`src/rtl/wrr_pkg.sv`:
```
// Shared types and helpers for the weighted round-robin arbiter.
package wrr_pkg;

    typedef enum logic [0:0] {
        ST_IDLE  = 1'b0,
        ST_GRANT = 1'b1
    } state_e;

    // A programmed weight of zero still earns a single beat.
    function automatic logic [15:0] eff_weight(input logic [15:0] w);
        if (w == 16'd0) begin
            return 16'd1;
        end else begin
            return w;
        end
    endfunction

endpackage

```
`src/rtl/wrr_arbiter_rr_pick.sv`:
```
// Cyclic first-set picker: finds the first request at or above ptr, wrapping.
module rr_pick #(
    parameter int N = 8,
    parameter int M = $clog2(N)
) (
    input  logic [N-1:0] req_i,
    input  logic [M-1:0] ptr_i,
    output logic [N-1:0] onehot_o,
    output logic [M-1:0] idx_o,
    output logic         any_o
);

    logic [N-1:0] rot_s;
    logic [N-1:0] iso_s;

    // Rotate so ptr lands at bit 0, keep the lowest set bit, rotate back.
    assign rot_s    = N'({req_i, req_i} >> ptr_i);
    assign iso_s    = rot_s & (~rot_s + N'(1));
    assign onehot_o = N'(({iso_s, iso_s} << ptr_i) >> N);
    assign any_o    = |req_i;

    // One-hot to binary index encoder.
    always_comb begin
        idx_o = '0;
        for (int i = 0; i < N; i++) begin
            idx_o = idx_o | (onehot_o[i] ? M'(i) : M'(0));
        end
    end

endmodule

```
`src/rtl/wrr_arbiter.sv`:
```
// Weighted round-robin arbiter: bursts of up to weight[i] acknowledged beats,
// priority rotating to the index after each burst winner.
module wrr_arbiter
    import wrr_pkg::*;
#(
    parameter int N  = 8,
    parameter int WW = 4
) (
    input  logic              i_clk,
    input  logic              i_rstn,
    input  logic [N-1:0]      i_req,
    input  logic [N*WW-1:0]   i_weight,
    input  logic              i_ack,
    output logic              o_valid,
    output logic [N-1:0]      o_gnt,
    output logic [$clog2(N)-1:0] o_gnt_idx,
    output logic              o_last
);

    localparam int M = $clog2(N);

    state_e          state_q, state_d;
    logic [M-1:0]    ptr_q, ptr_d;
    logic [WW-1:0]   credit_q, credit_d;
    logic [N-1:0]    gnt_q, gnt_d;
    logic [M-1:0]    idx_q, idx_d;
    logic            valid_q, valid_d;
    logic            last_q, last_d;

    logic [WW-1:0]   weight_s [N];
    logic [M-1:0]    ptr_inc_s;
    logic [M-1:0]    pick_ptr_s;
    logic [N-1:0]    pick_onehot_s;
    logic [M-1:0]    pick_idx_s;
    logic            pick_any_s;
    logic [WW-1:0]   eff_w_s;
    logic            req_w_s;
    logic            burst_end_s;
    logic            load_s;
    logic            clear_s;

    for (genvar g = 0; g < N; g++) begin : g_weight
        assign weight_s[g] = i_weight[g*WW +: WW];
    end

    // In GRANT the picker only matters at burst end, where priority starts after the winner.
    assign ptr_inc_s   = (idx_q == M'(N-1)) ? M'(0) : idx_q + M'(1);
    assign pick_ptr_s  = (state_q == ST_GRANT) ? ptr_inc_s : ptr_q;
    assign eff_w_s     = WW'(eff_weight(16'(weight_s[pick_idx_s])));
    assign req_w_s     = i_req[idx_q];
    assign burst_end_s = (state_q == ST_GRANT) &&
                         (!req_w_s || (i_ack && (credit_q == WW'(1))));

    rr_pick #(.N(N), .M(M)) u_pick (
        .req_i    (i_req),
        .ptr_i    (pick_ptr_s),
        .onehot_o (pick_onehot_s),
        .idx_o    (pick_idx_s),
        .any_o    (pick_any_s)
    );

    // State, pointer, credit and registered outputs.
    always_ff @(posedge i_clk or negedge i_rstn) begin
        if (!i_rstn) begin
            state_q  <= ST_IDLE;
            ptr_q    <= '0;
            credit_q <= '0;
            gnt_q    <= '0;
            idx_q    <= '0;
            valid_q  <= 1'b0;
            last_q   <= 1'b0;
        end else begin
            state_q  <= state_d;
            ptr_q    <= ptr_d;
            credit_q <= credit_d;
            gnt_q    <= gnt_d;
            idx_q    <= idx_d;
            valid_q  <= valid_d;
            last_q   <= last_d;
        end
    end

    // Next state, pointer and credit; flags burst loads and grant clears.
    always_comb begin
        state_d  = state_q;
        ptr_d    = ptr_q;
        credit_d = credit_q;
        load_s   = 1'b0;
        clear_s  = 1'b0;
        case (state_q)
            ST_IDLE: begin
                if (pick_any_s) begin
                    state_d  = ST_GRANT;
                    credit_d = eff_w_s;
                    load_s   = 1'b1;
                end else begin
                    state_d  = ST_IDLE;
                end
            end
            ST_GRANT: begin
                if (burst_end_s) begin
                    ptr_d = ptr_inc_s;
                    if (pick_any_s) begin
                        state_d  = ST_GRANT;
                        credit_d = eff_w_s;
                        load_s   = 1'b1;
                    end else begin
                        state_d  = ST_IDLE;
                        credit_d = '0;
                        clear_s  = 1'b1;
                    end
                end else if (i_ack) begin
                    credit_d = credit_q - WW'(1);
                end else begin
                    credit_d = credit_q;
                end
            end
            default: begin
                state_d  = ST_IDLE;
                credit_d = '0;
                clear_s  = 1'b1;
            end
        endcase
    end

    // Next values of the registered grant outputs; o_last tracks next credit.
    always_comb begin
        gnt_d   = gnt_q;
        idx_d   = idx_q;
        valid_d = valid_q;
        last_d  = last_q;
        if (load_s) begin
            gnt_d   = pick_onehot_s;
            idx_d   = pick_idx_s;
            valid_d = 1'b1;
            last_d  = (eff_w_s == WW'(1));
        end else if (clear_s) begin
            gnt_d   = '0;
            idx_d   = '0;
            valid_d = 1'b0;
            last_d  = 1'b0;
        end else begin
            last_d  = valid_q && (credit_d == WW'(1));
        end
    end

    assign o_valid   = valid_q;
    assign o_gnt     = gnt_q;
    assign o_gnt_idx = idx_q;
    assign o_last    = last_q;

endmodule

```
`config.mk`:
```
export PLATFORM = sky130hd
export DESIGN_NAME = wrr_arbiter
export DESIGN_NICKNAME = d
export VERILOG_FILES = /design/src/rtl/wrr_pkg.sv /design/src/rtl/wrr_arbiter_rr_pick.sv /design/src/rtl/wrr_arbiter.sv
export SDC_FILE = /design/constraint.sdc
export NUM_CORES = 1
export LEC_CHECK = 0
export ABC_AREA = 1
export BUFFER_PORTS_ARGS = -buffer_cell sky130_fd_sc_hd__buf_2
export CAP_MARGIN = 20
export CELL_PAD_IN_SITES_DETAIL_PLACEMENT = 0
export CELL_PAD_IN_SITES_GLOBAL_PLACEMENT = 1
export CORE_MARGIN = 4
export CORE_UTILIZATION = 34
export CTS_BUF_LIST = sky130_fd_sc_hd__clkbuf_16
export CTS_CLUSTER_SIZE = 40
export DETAILED_ROUTE_END_ITERATION = 10
export PLACE_DENSITY_LB_ADDON = 0.12
export SYNTH_ARGS = -nofsm -noshare
export SYNTH_HDL_FRONTEND = slang
export SYNTH_SLANG_ARGS = --single-unit
```
`constraint.sdc`:
```
create_clock -name i_clk -period 3.3 [get_ports i_clk]
set_clock_uncertainty 0.1 [all_clocks]
set_input_delay 0.165 -clock i_clk [delete_from_list [all_inputs] [get_ports i_clk]]
set_output_delay 0.165 -clock i_clk [all_outputs]
set_load 0.01 [all_outputs]
```
# [Yosys cells after proc, flatten, opt, wreduce, memory -nomap -nowiden]
# Index checks and enable logic that the tools add are counted.
[word_totals] reg_bits=21 input_bits=43 output_inout_bits=13 word_cells=73
[classes] n_addsub=3 n_lt_le_gt_ge=2 eq_ne=4 shifts=2 n_mux=36 n_bitwise=10 n_reduce_logical=9
[op_table] cell="$mux W4" n=7
[op_table] cell="$mux W3" n=8
[op_table] cell="$or A3 B3 Y3" n=6
[op_table] cell="$mux W8" n=2
[op_table] cell="$shl A16 B3 Y16" n=1
[op_table] cell="$shr A16 B3 Y8" n=1
[op_table] cell="$bmux W4 S3" n=1
[op_table] cell="$eq A4 B1 Y1 const B" n=3
[op_table] cell="$mux W1" n=12
[op_table] cell="$add A8 B1 Y8 const B" n=1
[op_table] cell="$and A8 B8 Y8" n=1
[op_table] cell="$not A8 Y8" n=1
[op_table] cell="$pmux W4 S2" n=1
[op_table] cell="$reduce_or A8 Y1" n=1
[op_table] cell="$ge A4 B4 Y1 const B" n=1
[op_table] cell="$logic_not A4 Y1" n=1
[op_table] cell="$lt A3 B4 Y1 const B" n=1
[op_table] cell="$mux W2" n=2
[op_table] cell="$not A3 Y4" n=1
[op_table] cell="$pmux W1 S2" n=2
[op_table] cell="$sub A4 B1 Y4 const B" n=1
[op_table] cell="$add A3 B1 Y3 const B" n=1
[op_table] cell="$bmux W1 S3" n=1
[op_table] cell="$eq A3 B3 Y1 const B" n=1
[op_table] cell="other kinds (6)" n=8

# [Logic depth before layout (Yosys ltp)]
[logic_depth] ltp_word=28 depth_mapped=29

# [Hierarchy]
# A second synthesis with hierarchy kept.
[hier_totals] cells_unflattened=413 area_unflattened_um2=2508.7
[by_module_without_submodules] module="wrr_arbiter" instances=1 cells_each=246 area_each_um2=1642.8 seq_area_each_um2=525.5
[by_module_without_submodules] module="rr_pick" instances=1 cells_each=167 area_each_um2=865.8 seq_area_each_um2=0.0

# [Worst setup path before layout]
# OpenSTA, ideal clock, no wires.
[synth_path] path_type="register -> register" start="register idx_q[0], in the netlist o_gnt_idx[0]" end="register last_q, in the netlist o_last" arrival_ns=2.942 required_ns=3.083 setup_slack_ns=0.140 stages_incl_launch_ff=29 n_path_buf=2 path_cell_list="dfrtp_1 ha_1 ha_1 nor2_2 nand2_2 buf_6 nand3_2 nand3_2 nand3_1 nand2_2 nand2_4 nor2_8 nand2_2 nand2_1 nand3_1 nand2_2 nor2_4 nand2_4 buf_8 nand2_1 nand3_1 nand3_1 nand2_1 nand3_1 nand2_1 nand2_1 nand2_1 nand3_1 nand2_1"
[synth_between] elab_chain_cells=28
[synth_lines] element="from (decl)" line="wrr_arbiter.sv:26" rtl="logic [M-1:0] idx_q, idx_d;"
[synth_lines] element="from (signal assigned)" line="wrr_arbiter.sv:77" rtl="idx_q <= idx_d;"
[synth_lines] element="$add A3 B1 Y3 / $eq A3 B3 Y1 (equally long branches)" line="wrr_arbiter.sv:47" rtl="assign ptr_inc_s = (idx_q == M'(N-1)) ? M'(0) : idx_q + M'(1);"
[synth_lines] element="$mux W3" line="wrr_arbiter.sv:47"
[synth_lines] element="$mux W3" line="wrr_arbiter.sv:48" rtl="assign pick_ptr_s = (state_q == ST_GRANT) ? ptr_inc_s : ptr_q;"
[synth_lines] element="$shr A16 B3 Y8" line="wrr_arbiter_rr_pick.sv:17" rtl="assign rot_s = N'({req_i, req_i} >> ptr_i);"
[synth_lines] element="$not A8 Y8" line="wrr_arbiter_rr_pick.sv:18" rtl="assign iso_s = rot_s & (~rot_s + N'(1));"
[synth_lines] element="$add A8 B1 Y8" line="wrr_arbiter_rr_pick.sv:18"
[synth_lines] element="$and A8 B8 Y8" line="wrr_arbiter_rr_pick.sv:18"
[synth_lines] element="$shl A16 B3 Y16" line="wrr_arbiter_rr_pick.sv:19" rtl="assign onehot_o = N'(({iso_s, iso_s} << ptr_i) >> N);"
[synth_lines] element="[13 not listed]"
[synth_lines] element="$mux W4" line="wrr_arbiter.sv:103" rtl="if (pick_any_s) begin"
[synth_lines] element="$mux W4" line="wrr_arbiter.sv:101" rtl="if (burst_end_s) begin"
[synth_lines] element="$pmux W4 S2" line="wrr_arbiter.sv:90" rtl="case (state_q)"
[synth_lines] element="$eq A4 B1 Y1" line="wrr_arbiter.sv:143" rtl="last_d = valid_q && (credit_d == WW'(1));"
[synth_lines] element="$logic_and A1 B1 Y1" line="wrr_arbiter.sv:143"
[synth_lines] element="$mux W1" line="wrr_arbiter.sv:137" rtl="end else if (clear_s) begin"
[synth_lines] element="$mux W1 *" line="wrr_arbiter.sv:132" rtl="if (load_s) begin"
[synth_lines] element="named net last_d" line="wrr_arbiter.sv:28" rtl="logic last_q, last_d;"
[synth_lines] element="to (signal assigned)" line="wrr_arbiter.sv:79" rtl="last_q <= last_d;"
[synth_lines] element="to (decl)" line="wrr_arbiter.sv:28"
# Mark *: on every way through the listed nets, which the timed path passes. The rest lies on a longest branch. The select of a mux whose other input is x is not followed.
# A chain may end at the register's enable or synchronous reset.

# [Final worst setup path]
# Ends and elaborated chain as after synthesis.

==> results.py <==
metrics = {
    "layout": {
        "final_common_cell": "nand2_1",
        "stdcell_area_mm2": 0.00367,
        "insertedDiodeCount": 0,
        "drive_gt1_share_pct": 40.0,
        "nNetsFinal": 561,
        "layout_common_cells": "118 x nand2_1, 62 x nand3_1, 55 x buf_2",
        "synthToLayoutAreaGrowth_pct": 43.1,
    },
    "run_status": {
        "outcome": "finished, violations left",
        "violations": "setup timing",
    },
    "grt": {
        "grt_max_degree": 22,
        "grt_use_total_pct": 18.3,
        "grt_pass1_vias": 2987,
        "overflow": 0,
        "antenna_found_initial": 0,
        "grt_pass1_wl_um": 13400,
    },
    "place": {
        "gp_congestion": 0.814,
        "hpwl_um": 6200,
        "place_area_mm2": 0.00310,
        "portBuffers": 55,
    },
    "route": {
        "via_per_inst": 4.91,
        "wirelength_um": 7900,
        "antenna_left": 0,
        "drtIter0Drc": 98,
        "first_pass_iters": 4,
        "drc": 0,
        "num_vias": 3005,
        "avgRoutedWirePerCell_um": 12.9,
    },
    "floorplanning": {
        "die_h_um": 94.9,
        "core_mm2": 0.00729,
        "die_w_um": 94.9,
        "start_util_pct": 35.2,
        "ios": 56,
        "rows": 31,
        "die_area_mm2": 0.00901,
    },
    "timing": {
        "setup_tns_ps": -108,
        "hold_violations": 0,
        "slew_violations": 0,
        "fmax_mhz": 296,
        "setup_slack_ps": -74.1,
        "fin_crit_ps": 3370,
        "rsz0062_at_grt": "yes",
        "finalCritPeriodShare_pct": 102,
        "setup_viol": 3,
        "tightest_slew_ps": 496,
        "slew_headroom_pct": 66.9,
    },
    "worst_setup_path": {
        "crit_path_end_kind": "register",
        "cp_slowest_stage_delay_ps": 380,
        "crit_required_ps": 3390,
        "cp_common_cell": "nand2_1",
        "setup.worst_path.start_class": "register",
        "slowest_stage": "dfrtp_1",
        "worst-setup-path-type": "register to register",
        "crit_path_max_fanout": 8,
        "worstPathArrival_ps": 3470,
    },
    "synth": {
        "syn_avg_cell_area_um2": 6.19,
        "syn_nets": 462,
        "ys_seq_elements": 21,
        "synth_top_cell_by_area": "dfrtp_1",
        "synth_cells": 415,
        "yosysSeqAreaShare_pct": 20.5,
        "yosysWarnings": 0,
        "async_flop_share_pct": 100,
        "synth_area_leaders": "dfrtp_1 20%, nand2_1 20%, nand3_1 17%",
        "synth_edf_count": 0,
        "syn_area_mm2": 0.00257,
        "synth.distinct_cells": 37,
        "synth_top_flop_cell": "dfrtp_1",
        "synth_top_area_share_pct": 20.5,
    },
    "clock_tree": {
        "clk_pin_slew_ps": 60,
        "cts_tree": "yes",
        "cts.sinks": 21,
        "cts-root-buf": "clkbuf_16",
        "clk_latency_ps": 250,
        "htreeDepth": 1,
        "clockBufferDepth": 2,
        "cts_made_buffers": 3,
    },
    "worst_hold_path": {
        "hold_path_class": "input port to register",
    },
    "run": {
        "drv_cap": 0,
    },
}
## cells by family after synthesis
kind of cell / share of synthesized area, %
AO/OA/AOI/OAI: 10.2
adder cells (fa/ha/maj): 1.95
buffers and inverters: 12.5
flip-flops: 20.5
AND/OR/NAND/NOR: 54.8
## repair_timing
item                                    in CTS  in global routing
endpoints found under the setup margin       4                  5
buffers inserted                            14                  4
hold endpoints to repair                    21                  0
resized for setup                           53                 26
hold buffers                                 1                  0
cloned                                       2                  0
pin swaps                                   24                 15
## path summary, 6_finish.rpt
path / endpoint / start / cells after the start / slack (ps)
max: o_last / o_gnt_idx[0] / 28 / -70
min: state_q / i_req[6] / 3 / 230
max reg2reg: o_last / o_gnt_idx[0] / 28 / -70
min reg2reg: o_gnt[7] / o_gnt[7] / 2 / 390
max in group asynchronous: o_gnt[3] / i_rstn / 2 / 2450
min in group asynchronous: credit_q[0] / i_rstn / 2 / 310
## critical path, delay by kind of cell, from the launching register on
kind | cells | cell delay [ps]
buf+inv | 1 | 140
compound gates | 2 | 220
simple gates | 23 | 2080
flops | 1 | 380
fa+ha+maj | 2 | 370
## flip-flops by register name (all words and copies together) (netlist names)
| signal | count |
|---|---|
| o_gnt | 8 |
| credit_q | 4 |
| o_gnt_idx | 3 |
| ptr_q | 3 |
| o_last | 1 |
| o_valid | 1 |
| state_q | 1 |
## per-stage QoR
| step | hold slack [ps] | utilization (%) | worst slack [ps] | instances |
|---|---|---|---|---|
| 2_1_floorplan | -231 | - | 140 | 415 |
| 3_3_place_gp | 58.4 | 42.5 | -190 | 587 |
| 3_5_place_dp | 71.8 | 42.5 | -240 | 587 |
| 4_1_cts | 207 | 48.7 | 10.1 | 608 |
| 5_1_grt | 254 | 50.4 | -316 | 612 |
| 6_report | 232 | 50.4 | -74.1 | 612 |
## synth_stat cells (2+ instances only)
library cell,instances
inv_1,44
nor2_8,2
nor2_1,19
buf_2,3
a32o_1,3
nor2_2,2
nand3_2,16
nand2_4,4
buf_4,2
buf_6,5
inv_4,2
nand3b_1,3
dfrtp_1,21
nand3_1,86
nand2_2,14
a21oi_1,7
nand2_1,134
nand4_1,2
o22ai_1,3
inv_2,4
o21ai_1,4
o21ai_0,17
ha_1,4
## metal layers
layer,GRT usage (%),wire length [um],vias to the layer above
met5,0,0,-
met2,32.2,3970,72
li1,-,-,1562
met1,24.5,3620,1365
met4,3.61,68,0
met3,1.59,243,6
## final cells by class
type                    count  area (um^2)
clock inverters             1         5.00
flip-flops and latches     21          526
inverters                  51          209
repair buffers            106          728
well taps                  99          124
fillers                   775         3620
clock buffers               3         75.1
multi-input cells         331         2010
Power is not shown: default switching activity piles up to over one toggle a cycle in this logic, so the estimate is an artifact.
